### config.mk
export PLATFORM = sky130hd
export DESIGN_NAME = ram_param
export DESIGN_NICKNAME = d
export VERILOG_FILES = /design/src/rtl/ram_param.sv
export SDC_FILE = /design/constraint.sdc
export NUM_CORES = 1
export LEC_CHECK = 0
export CAP_MARGIN = 30
export CORE_UTILIZATION = 56
export CTS_CLUSTER_DIAMETER = 150
export DETAILED_ROUTE_END_ITERATION = 12
export PLACE_DENSITY = 0.77
export SYNTH_ARGS = -nofsm -noshare
export SYNTH_HDL_FRONTEND = slang
export SYNTH_SLANG_ARGS = --single-unit
### constraint.sdc
create_clock -name clk -period 1.6 [get_ports clk]
set_input_delay 0.24 -clock clk [delete_from_list [all_inputs] [get_ports clk]]
set_output_delay 0.24 -clock clk [all_outputs]
set_load 0.01 [all_outputs]
### src/rtl/ram_param.sv
// ----------------------------------------------------------------------------
// ram_param : single-port word RAM with byte-lane write enables and a
//             registered read port.
//
// Build option : RAM_CLEAR_EN -- when defined, the RAM writes zero to every
//                word, one per cycle, after each reset release, and holds
//                busy high until that is done. When undefined there is no
//                clear sequence, busy is tied low and the contents stay
//                undefined until they are written.
//
// Parameters
//   DATA_W   word width in bits (multiple of 8)
//   ADDR_W   address width, depth = 2**ADDR_W words
//
// Ports
//   clk       in   clock, rising edge
//   rst_n     in   asynchronous active-low reset (the array is not reset)
//   ena       in   access enable
//   wena      in   1 = write, 0 = read (when ena = 1)
//   be        in   byte-lane write enables, bit i gates bits [8i+7:8i]
//   addr      in   word address
//   data_in   in   write data
//   data_out  out  registered read data, holds between reads
//   rd_valid  out  one-cycle pulse marking a new data_out
//   busy      out  high while the clear sequence runs; accesses ignored
// ----------------------------------------------------------------------------
module ram_param #(
   parameter int DATA_W = 32,
   parameter int ADDR_W = 5
) (
   input  logic                  clk,
   input  logic                  rst_n,
   input  logic                  ena,
   input  logic                  wena,
   input  logic [DATA_W/8-1:0]   be,
   input  logic [ADDR_W-1:0]     addr,
   input  logic [DATA_W-1:0]     data_in,
   output logic [DATA_W-1:0]     data_out,
   output logic                  rd_valid,
   output logic                  busy
);

   localparam int LANES = DATA_W / 8;
   localparam int DEPTH = 1 << ADDR_W;

   // Write-port controls, shared between the clear sequence and user writes.
   logic                mem_we;
   logic [LANES-1:0]    mem_be;
   logic [ADDR_W-1:0]   mem_addr;
   logic [DATA_W-1:0]   mem_wdata;
   logic                rd_en;
   logic [DATA_W-1:0]   rd_word;

   logic [DATA_W-1:0]   data_out_q;
   logic                rd_valid_q;

`ifdef RAM_CLEAR_EN
   typedef enum logic {CLEAR, READY} state_t;

   state_t              state_q;
   logic [ADDR_W-1:0]   cnt_q;
   logic                busy_q;
   logic                clearing;

   // Clear sequencer: walks the counter over every word, then parks in READY.
   // busy is a registered copy of the state so it falls on the same edge the
   // last word is written.
   always_ff @(posedge clk or negedge rst_n) begin
      if (!rst_n) begin
         state_q <= CLEAR;
         cnt_q   <= '0;
         busy_q  <= 1'b1;
      end else begin
         case (state_q)
            CLEAR: begin
               if (cnt_q == {ADDR_W{1'b1}}) begin
                  state_q <= READY;
                  busy_q  <= 1'b0;
                  cnt_q   <= '0;
               end else begin
                  cnt_q   <= cnt_q + 1'b1;
               end
            end
            READY: begin
               state_q <= READY;
            end
            default: begin
               state_q <= CLEAR;
               cnt_q   <= '0;
               busy_q  <= 1'b1;
            end
         endcase
      end
   end

   assign clearing  = (state_q == CLEAR);

   // While clearing, the user port is ignored entirely.
   assign mem_we    = clearing | (ena & wena);
   assign mem_be    = clearing ? {LANES{1'b1}} : be;
   assign mem_addr  = clearing ? cnt_q : addr;
   assign mem_wdata = clearing ? '0 : data_in;
   assign rd_en     = ~clearing & ena & ~wena;
   assign busy      = busy_q;
`else
   assign mem_we    = ena & wena;
   assign mem_be    = be;
   assign mem_addr  = addr;
   assign mem_wdata = data_in;
   assign rd_en     = ena & ~wena;
   assign busy      = 1'b0;
`endif

   // One 8-bit-wide array per byte lane so each lane has its own write enable.
   // The array has no reset: contents survive rst_n and only the clear
   // sequence (when built in) zeroes them.
   genvar gi;
   generate
      for (gi = 0; gi < LANES; gi++) begin : g_lane
         logic [7:0] lane_mem [DEPTH];

         always_ff @(posedge clk) begin
            if (mem_we && mem_be[gi]) begin
               lane_mem[mem_addr] <= mem_wdata[8*gi +: 8];
            end
         end

         assign rd_word[8*gi +: 8] = lane_mem[addr];
      end
   endgenerate

   // Registered read. A write committed on the previous edge is already in
   // the array, so a read that follows it directly sees the new data.
   always_ff @(posedge clk or negedge rst_n) begin
      if (!rst_n) begin
         data_out_q <= '0;
         rd_valid_q <= 1'b0;
      end else begin
         rd_valid_q <= rd_en;
         if (rd_en) begin
            data_out_q <= rd_word;
         end
      end
   end

   assign data_out = data_out_q;
   assign rd_valid = rd_valid_q;

endmodule
==> results of run 1 <==
cells in the mapped netlist (3+ instances only):
| library cell | instances |
|---|---|
| edfxtp_1 | 1024 |
| nor2_1 | 172 |
| mux4_2 | 171 |
| mux2i_1 | 159 |
| a22oi_1 | 55 |
| buf_2 | 43 |
| nand2_1 | 39 |
| o22ai_1 | 39 |
| dfrtp_1 | 33 |
| buf_4 | 30 |
| nor3_1 | 30 |
| a21oi_1 | 28 |
| clkbuf_1 | 20 |
| o21ai_0 | 15 |
| a31oi_1 | 12 |
| buf_6 | 12 |
| a211oi_1 | 11 |
| nand3_1 | 11 |
| o221ai_1 | 10 |
| a41oi_1 | 9 |
| and3_1 | 9 |
| nor2b_1 | 9 |
| nand2b_1 | 8 |
| nand4_1 | 8 |
| a221oi_2 | 7 |
| a22o_1 | 7 |
| mux4_1 | 5 |
| o21a_1 | 5 |
| a211oi_2 | 4 |
| o32a_1 | 4 |
| and2b_1 | 3 |
| nand4bb_1 | 3 |
| or4b_1 | 3 |
path summary, 6_finish.rpt:
| kind | startpoint | to | slack (ns) | cells past startpoint |
|---|---|---|---|---|
| min | rst_n | data_out[8] | 0.14 | 2 |
| min in group clk | addr[4] | data_out[7] | 0.36 | 4 |
| max reg2reg | g_lane[2].lane_mem[27][1] | data_out[17] | -0.12 | 4 |
| max | g_lane[2].lane_mem[27][1] | data_out[17] | -0.12 | 4 |
| max in group asynchronous | rst_n | data_out[2] | 0.83 | 3 |
| min reg2reg | data_out[29] | data_out[29] | 0.51 | 1 |
stage by stage:
step	setup slack (ns)	util	hold WS (ns)	setup TNS, ns	total power [uW]
global placement	-0.634	0.644	0.276	-524.79	34800
CTS	-0.104	0.691	0.107	-0.406	57700
finish	-0.119	0.694	0.139	-0.520	57700
floorplan	-0.456	-	-0.0556	-330.14	32900
global route	-0.172	0.694	0.159	-0.889	59000
detailed placement	-0.697	0.644	0.270	-559.15	34900
cells by family after synthesis:
group	synth area share
flops	0.773
mux	0.136
simple gates	0.0342
compound gates	0.0385
buf+inv	0.0179
other cells	0.0000918
critical path, cell delays in order (launching register included):
cell      delay [ns]
edfxtp_1        0.38
mux4_2          0.50
a22o_1          0.26
a221oi_4        0.31
a31oi_1         0.13
what timing repair did:
item                                   4_1_cts  5_1_grt
cloned                                       0        1
setup endpoints to repair                   63      351
endpoints found under the hold margin       24        0
pin swaps                                   24       10
buffers inserted                             8        2
resized for setup                           94       52
hold buffers                                 1        0
layout make-up:
cell class / instances / area, sq um
flip-flops and latches: 1057 / 31600
inverters: 3 / 11.3
clock buffers: 128 / 2710
clock inverters: 51 / 482
well taps: 950 / 1190
multi-input cells: 858 / 9290
repair buffers: 462 / 4590
fillers: 4261 / 22000
metal layers:
layer / track usage / wire (microns) / share of wire / vias to the layer above
met2: 0.475 / 52300 / 0.49 / 1478
met5: 0 / 0 / 0 / -
met3: 0.0616 / 11500 / 0.11 / 251
met4: 0.113 / 3800 / 0.036 / 0
li1: - / - / - / 9265
met1: 0.388 / 38400 / 0.36 / 11700
power groups by stage:
stage               clock [uW]  combinational (uW)  sequential, uW
detailed placement           0                3520           31400
global placement             0                3420           31400
global route             24400                3800           30800
floorplan                    0                1590           31300
CTS                      23400                3560           30800
finish                   23200                3650           30800
registers in the layout (all words and copies together), names as in the netlist:
register,count
data_out,32
g_lane.lane_mem,1024
rd_valid,1
==> results by group, run 1 <==
Outcome
  – Outcome: complete, but fails checks
  – Failing checks: negative setup slack

Synthesis
  – Syn nets: 2074
  – Cell area after synthesis: 0.0409 sq mm
  – Top cells by area, synth: edfxtp_1 75%, mux4_2 9.4%, mux2i_1 3.9%, dfrtp_1 2.0%, nor2_1 1.6%
  – Synth unique cells: 58
  – Post-synthesis average cell area: 20.1 sq um
  – Seq/Total Area, Yosys: 0.773
  – Post-synth EDFFs: 1024
  – FFs w/ async S/R, synth: 0.0312
  – Post-synth top area share: 0.753
  – Top_reg_cell synth: edfxtp_1
  – Post-Synthesis Cells: 2029
  – Syn. warnings: 0
  – Area leader, netlist: edfxtp_1
  – FF+latch count, synth: 1057

STA
  – Final Hold Fails: 0
  – Clk_skew: 0.0170 ns
  – RSZ-0062 raised after global routing: yes
  – Final Worst Setup Slack: -0.119 ns
  – Slew headroom: 0.361
  – Minimum clock period: 1.72 ns
  – Fin crit share: 1.07
  – Final Max Tran Viols: 0
  – Worst slew pin tran: 0.950 ns
  – Final setup fails: 9
  – Max Clk Rate: 582 MHz

Routing
  – Via count: 22700
  – Vias/cell: 6.46
  – # DRC: 0
  – Initial DRC count: 2954
  – Drt total wl: 106000 microns
  – Drt wl/cell: 30.2 microns
  – Antenna Nets Post-Route: 0
  – Detailed Routing Iterations Pass 1: 6

Power
  – Leakage power: 0.0167 uW
  – Net Switching: 12200 uW
  – Combinational cell fraction of total power: 0.063
  – PwrDens: 1160 mW/mm^2
  – VDD IR max: 0.913 mV
  – Sequential share of power: 0.534
  – Internal power: 45500 uW
  – Clock Power Share: 0.403
  – Sw Ratio: 0.211

Global route
  – Largest net degree at the start of global routing: 33
  – First-pass GRT wire length: 154000 microns
  – Vias in the first global route: 23100
  – GR Overflow Total: 0
  – Total GRT Usage: 0.291
  – Initial antenna violation count: 1

Clocking
  – Clk_lat worst skew: 0.65 ns
  – Clock Path Buffers: 3
  – CTS root buf: clkbuf_16
  – Clock H-tree levels: 3
  – Clock Sinks: 1057
  – CTS clk-pin slew, worst paths: 0.06 ns
  – CTS Buf Count: 100
  – CTS tree: built

Placement
  – GPL Wtd Cong: 0.953
  – Cells after DPL: 3318
  – Dpl hpwl: 69200 microns
  – Port Buf Inserts: 77
  – Placed Area: 0.0463 sq mm

Floorplanning
  – Core Rows: 98
  – Core ar.: 0.0719 sq mm
  – Initial core utilization: 0.569
  – Die ar.: 0.0740 sq mm
  – Die width: 272 microns
  – I/O pin total: 79
  – Die Ht: 272 microns

Setup path
  – Crit-path max FO: 1
  – Critical Path RT: 2.12 ns
  – CP Class: reg2reg
  – CP startpoint kind: flop
  – Critical path endpoint category: flop
  – Arrival @ worst endpoint: 2.23 ns

Layout
  – Commonest cells after routing, fill and taps aside: 1024 x edfxtp_1, 301 x buf_4, 171 x mux4_2
  – Area Growth Syn to Fin: 22.0%
  – Design area: 0.0499 sq mm
  – Non-Filler Instances: 3509
  – Commonest non-fill, non-tap cell in the layout: edfxtp_1
  – Nets@finish: 2527
  – Antenna diodes: 0
  – Share of cells above drive strength 1: 0.340

Flow run
  – Maxcap violations: 0

Min path
  – Class of the worst hold path: in2async
Power figures use the tool's default switching activity.
==> inputs of run 2 (changes only) <==
Settings changed: SLEW_MARGIN set to 20.
==> results of run 2 <==
No change in the layout: final DEF, timing and power equal those of run 1.
==> inputs of run 3 (changes only) <==
Settings changed: RECOVER_POWER set to 50.
==> run 3 against run 2 <==
Effect of this change: the flow finishes with violations (max-capacitance violations, max-slew violations, negative setup slack); core utilization fell by 0.13 points; global-route usage stayed put; combinational power decreased by 1%; die area unchanged; largest cell class unchanged; highest routed layer unchanged.
==> results by group, run 3 (synthesis gave the netlist of run 1 again) <==
Layout
  – Share of cells above drive strength 1: 0.339 (was 0.340)
  – Antenna diodes: 0 (unchanged)
  – Commonest cells after routing, fill and taps aside: 1024 x edfxtp_1, 269 x buf_4, 171 x mux4_2 (was 1024 x edfxtp_1, 301 x buf_4, 171 x mux4_2)
  – Design area: 0.0498 sq mm (was 0.0499 sq mm)
  – Biggest register: g_lane.lane_mem (unchanged)
  – Nets@finish: 2527 (unchanged)
  – Area Growth Syn to Fin: 21.8% (was 22.0%)
  – Largest register FFs: 1024 (unchanged)
  – Commonest non-fill, non-tap cell in the layout: edfxtp_1 (unchanged)

Clocking
  – Clk_lat worst skew: 0.66 ns (was 0.65 ns)
  – CTS root buf: clkbuf_16 (unchanged)
  – Clock Sinks: 1057 (unchanged)
  – CTS Buf Count: 100 (unchanged)
  – Clock Path Buffers: 3 (unchanged)
  – CTS tree: built (unchanged)
  – Clock H-tree levels: 3 (unchanged)
  – CTS clk-pin slew, worst paths: 0.06 ns (about the same)

Setup path
  – Buf/Inv on CP: 0 (unchanged)
  – CP startpoint kind: flop (unchanged)
  – Arrival @ worst endpoint: 2.23 ns (about the same)
  – Worst path max stage delay: 0.50 ns (about the same)
  – Critical-path cell list: mux4_2 -> a22o_4 -> a221oi_4 -> a31oi_1 (was mux4_2 -> a22o_1 -> a221oi_4 -> a31oi_1)
  – Critical path endpoint category: flop (unchanged)
  – Worst path top cell family by delay: compound AO/OA/AOI/OAI gates (unchanged)
  – Critical Path RT: 2.12 ns (about the same)
  – CP Class: reg2reg (unchanged)
  – CP max stage cell: mux4_2 (unchanged)
  – Crit-path max FO: 1 (unchanged)

Floorplanning
  – Die width: 272 microns (unchanged)
  – I/O pin total: 79 (unchanged)
  – Die ar.: 0.0740 sq mm (unchanged)
  – Core Rows: 98 (unchanged)
  – Die Ht: 272 microns (unchanged)
  – Core ar.: 0.0719 sq mm (unchanged)
  – Initial core utilization: 0.569 (unchanged)

STA
  – Slew headroom: -0.0113 (was 0.361)
  – Clk_skew: 0.0192 ns (was 0.0170 ns)
  – Max Clk Rate: 585 MHz (was 582 MHz)
  – Minimum clock period: 1.71 ns (was 1.72 ns)
  – Fin crit share: 1.07 (about the same)
  – Final setup fails: 9 (unchanged)
  – RSZ-0062 raised after global routing: yes (unchanged)
  – Final Max Tran Viols: 15 (was 0)
  – Final Hold Fails: 0 (unchanged)
  – Final Worst Setup Slack: -0.108 ns (was -0.119 ns)
  – Worst slew pin tran: 1.52 ns (was 0.950 ns)

Outcome
  – Failing checks: max-capacitance violations, max-slew violations, negative setup slack (was negative setup slack)
  – Outcome: complete, but fails checks (unchanged)

Global route
  – GR Overflow Total: 0 (unchanged)
  – Largest net degree at the start of global routing: 33 (unchanged)
  – Initial antenna violation count: 1 (unchanged)
  – Vias in the first global route: 23100 (unchanged)
  – Total GRT Usage: 0.291 (unchanged)
  – First-pass GRT wire length: 154000 microns (unchanged)

Routing
  – Vias/cell: 6.45 (was 6.46)
  – Antenna Nets Post-Route: 0 (unchanged)
  – Detailed Routing Iterations Pass 1: 5 (was 6)
  – Drt wl/cell: 30.2 microns (about the same)
  – Drt total wl: 106000 microns (about the same)
  – Initial DRC count: 2927 (was 2954)
  – Via count: 22600 (was 22700)
  – # DRC: 0 (unchanged)

Placement
  – Placed Area: 0.0463 sq mm (unchanged)
  – GPL Wtd Cong: 0.953 (unchanged)
  – Dpl hpwl: 69200 microns (unchanged)
  – Port Buf Inserts: 77 (unchanged)

Power
  – PwrDens: 1160 mW/mm^2 (about the same)
  – VDD IR max: 0.913 mV (about the same)
  – Power consumption: 57700 uW (about the same)
  – Leakage power: 0.0167 uW (about the same)

Min path
  – Class of the worst hold path: in2reg (was in2async)

Flow run
  – Maxcap violations: 1 (was 0)
## run 3: path summary, 6_finish.rpt
check / slack (ns) / start / cells past startpoint / to
hold / removal: 0.35 / addr[4] / 4 / data_out[7]
setup reg to reg: -0.11 / g_lane[2].lane_mem[26][6] / 4 / data_out[22]
max in group asynchronous: 0.10 / rst_n / 3 / data_out[2]
hold reg to reg: 0.51 / data_out[29] / 1 / data_out[29]
min in group asynchronous: 0.49 / rst_n / 2 / data_out[9]
setup / recovery: -0.11 / g_lane[2].lane_mem[26][6] / 4 / data_out[22]
## run 3: tightest hold or removal path, stage by stage
cell and delay, ns:
buf_2 0.20, buf_4 0.25, o2111ai_1 0.11, a41oi_1 0.14
## run 3: layer usage
layer  part of all wire  track usage  vias up
li1                   -            -     9268
met1               0.36        0.388    11600
met2               0.49        0.475     1487
met3               0.11       0.0616      267
met4              0.037        0.113        0
met5                  0            0        -
## run 3: stage by stage
stage	TNS, ns	std cells	hold slack (ns)	util	setup WS (ns)
finish	-0.531	3509	0.350	0.693	-0.108
global route	-0.971	3509	0.355	0.693	-0.172
CTS	-0.406	3506	0.107	0.691	-0.104
detailed placement	-559.15	3318	0.270	0.644	-0.697
floorplan	-330.14	2029	-0.0556	-	-0.456
global placement	-524.79	3318	0.276	0.644	-0.634
## run 3: repair_timing
action | 4_1_cts | 5_1_grt
pin swaps | 24 | 10
gates cloned | 0 | 1
hold buffers | 1 | 0
endpoints found under the hold margin | 24 | 0
endpoints found under the setup margin | 63 | 351
gates resized for setup | 94 | 52
buffers inserted | 8 | 2
## run 3: area by class of cell
cell class | instances | area [sq um]
multi-input combinational | 858 | 9290
tap | 950 | 1190
clock inverter | 51 | 482
inverter | 3 | 11.3
timing repair buffer | 462 | 4500
fill | 4285 | 22100
clock buffer | 128 | 2710
sequential | 1057 | 31600
## run 3: where the power goes
part,switching (uW),internal [uW],total (uW),leakage (uW)
clock network,9880,13400,23300,0.00156
logic,2080,1520,3610,0.00553
registers,199,30600,30800,0.00957
total,12200,45500,57700,0.0167
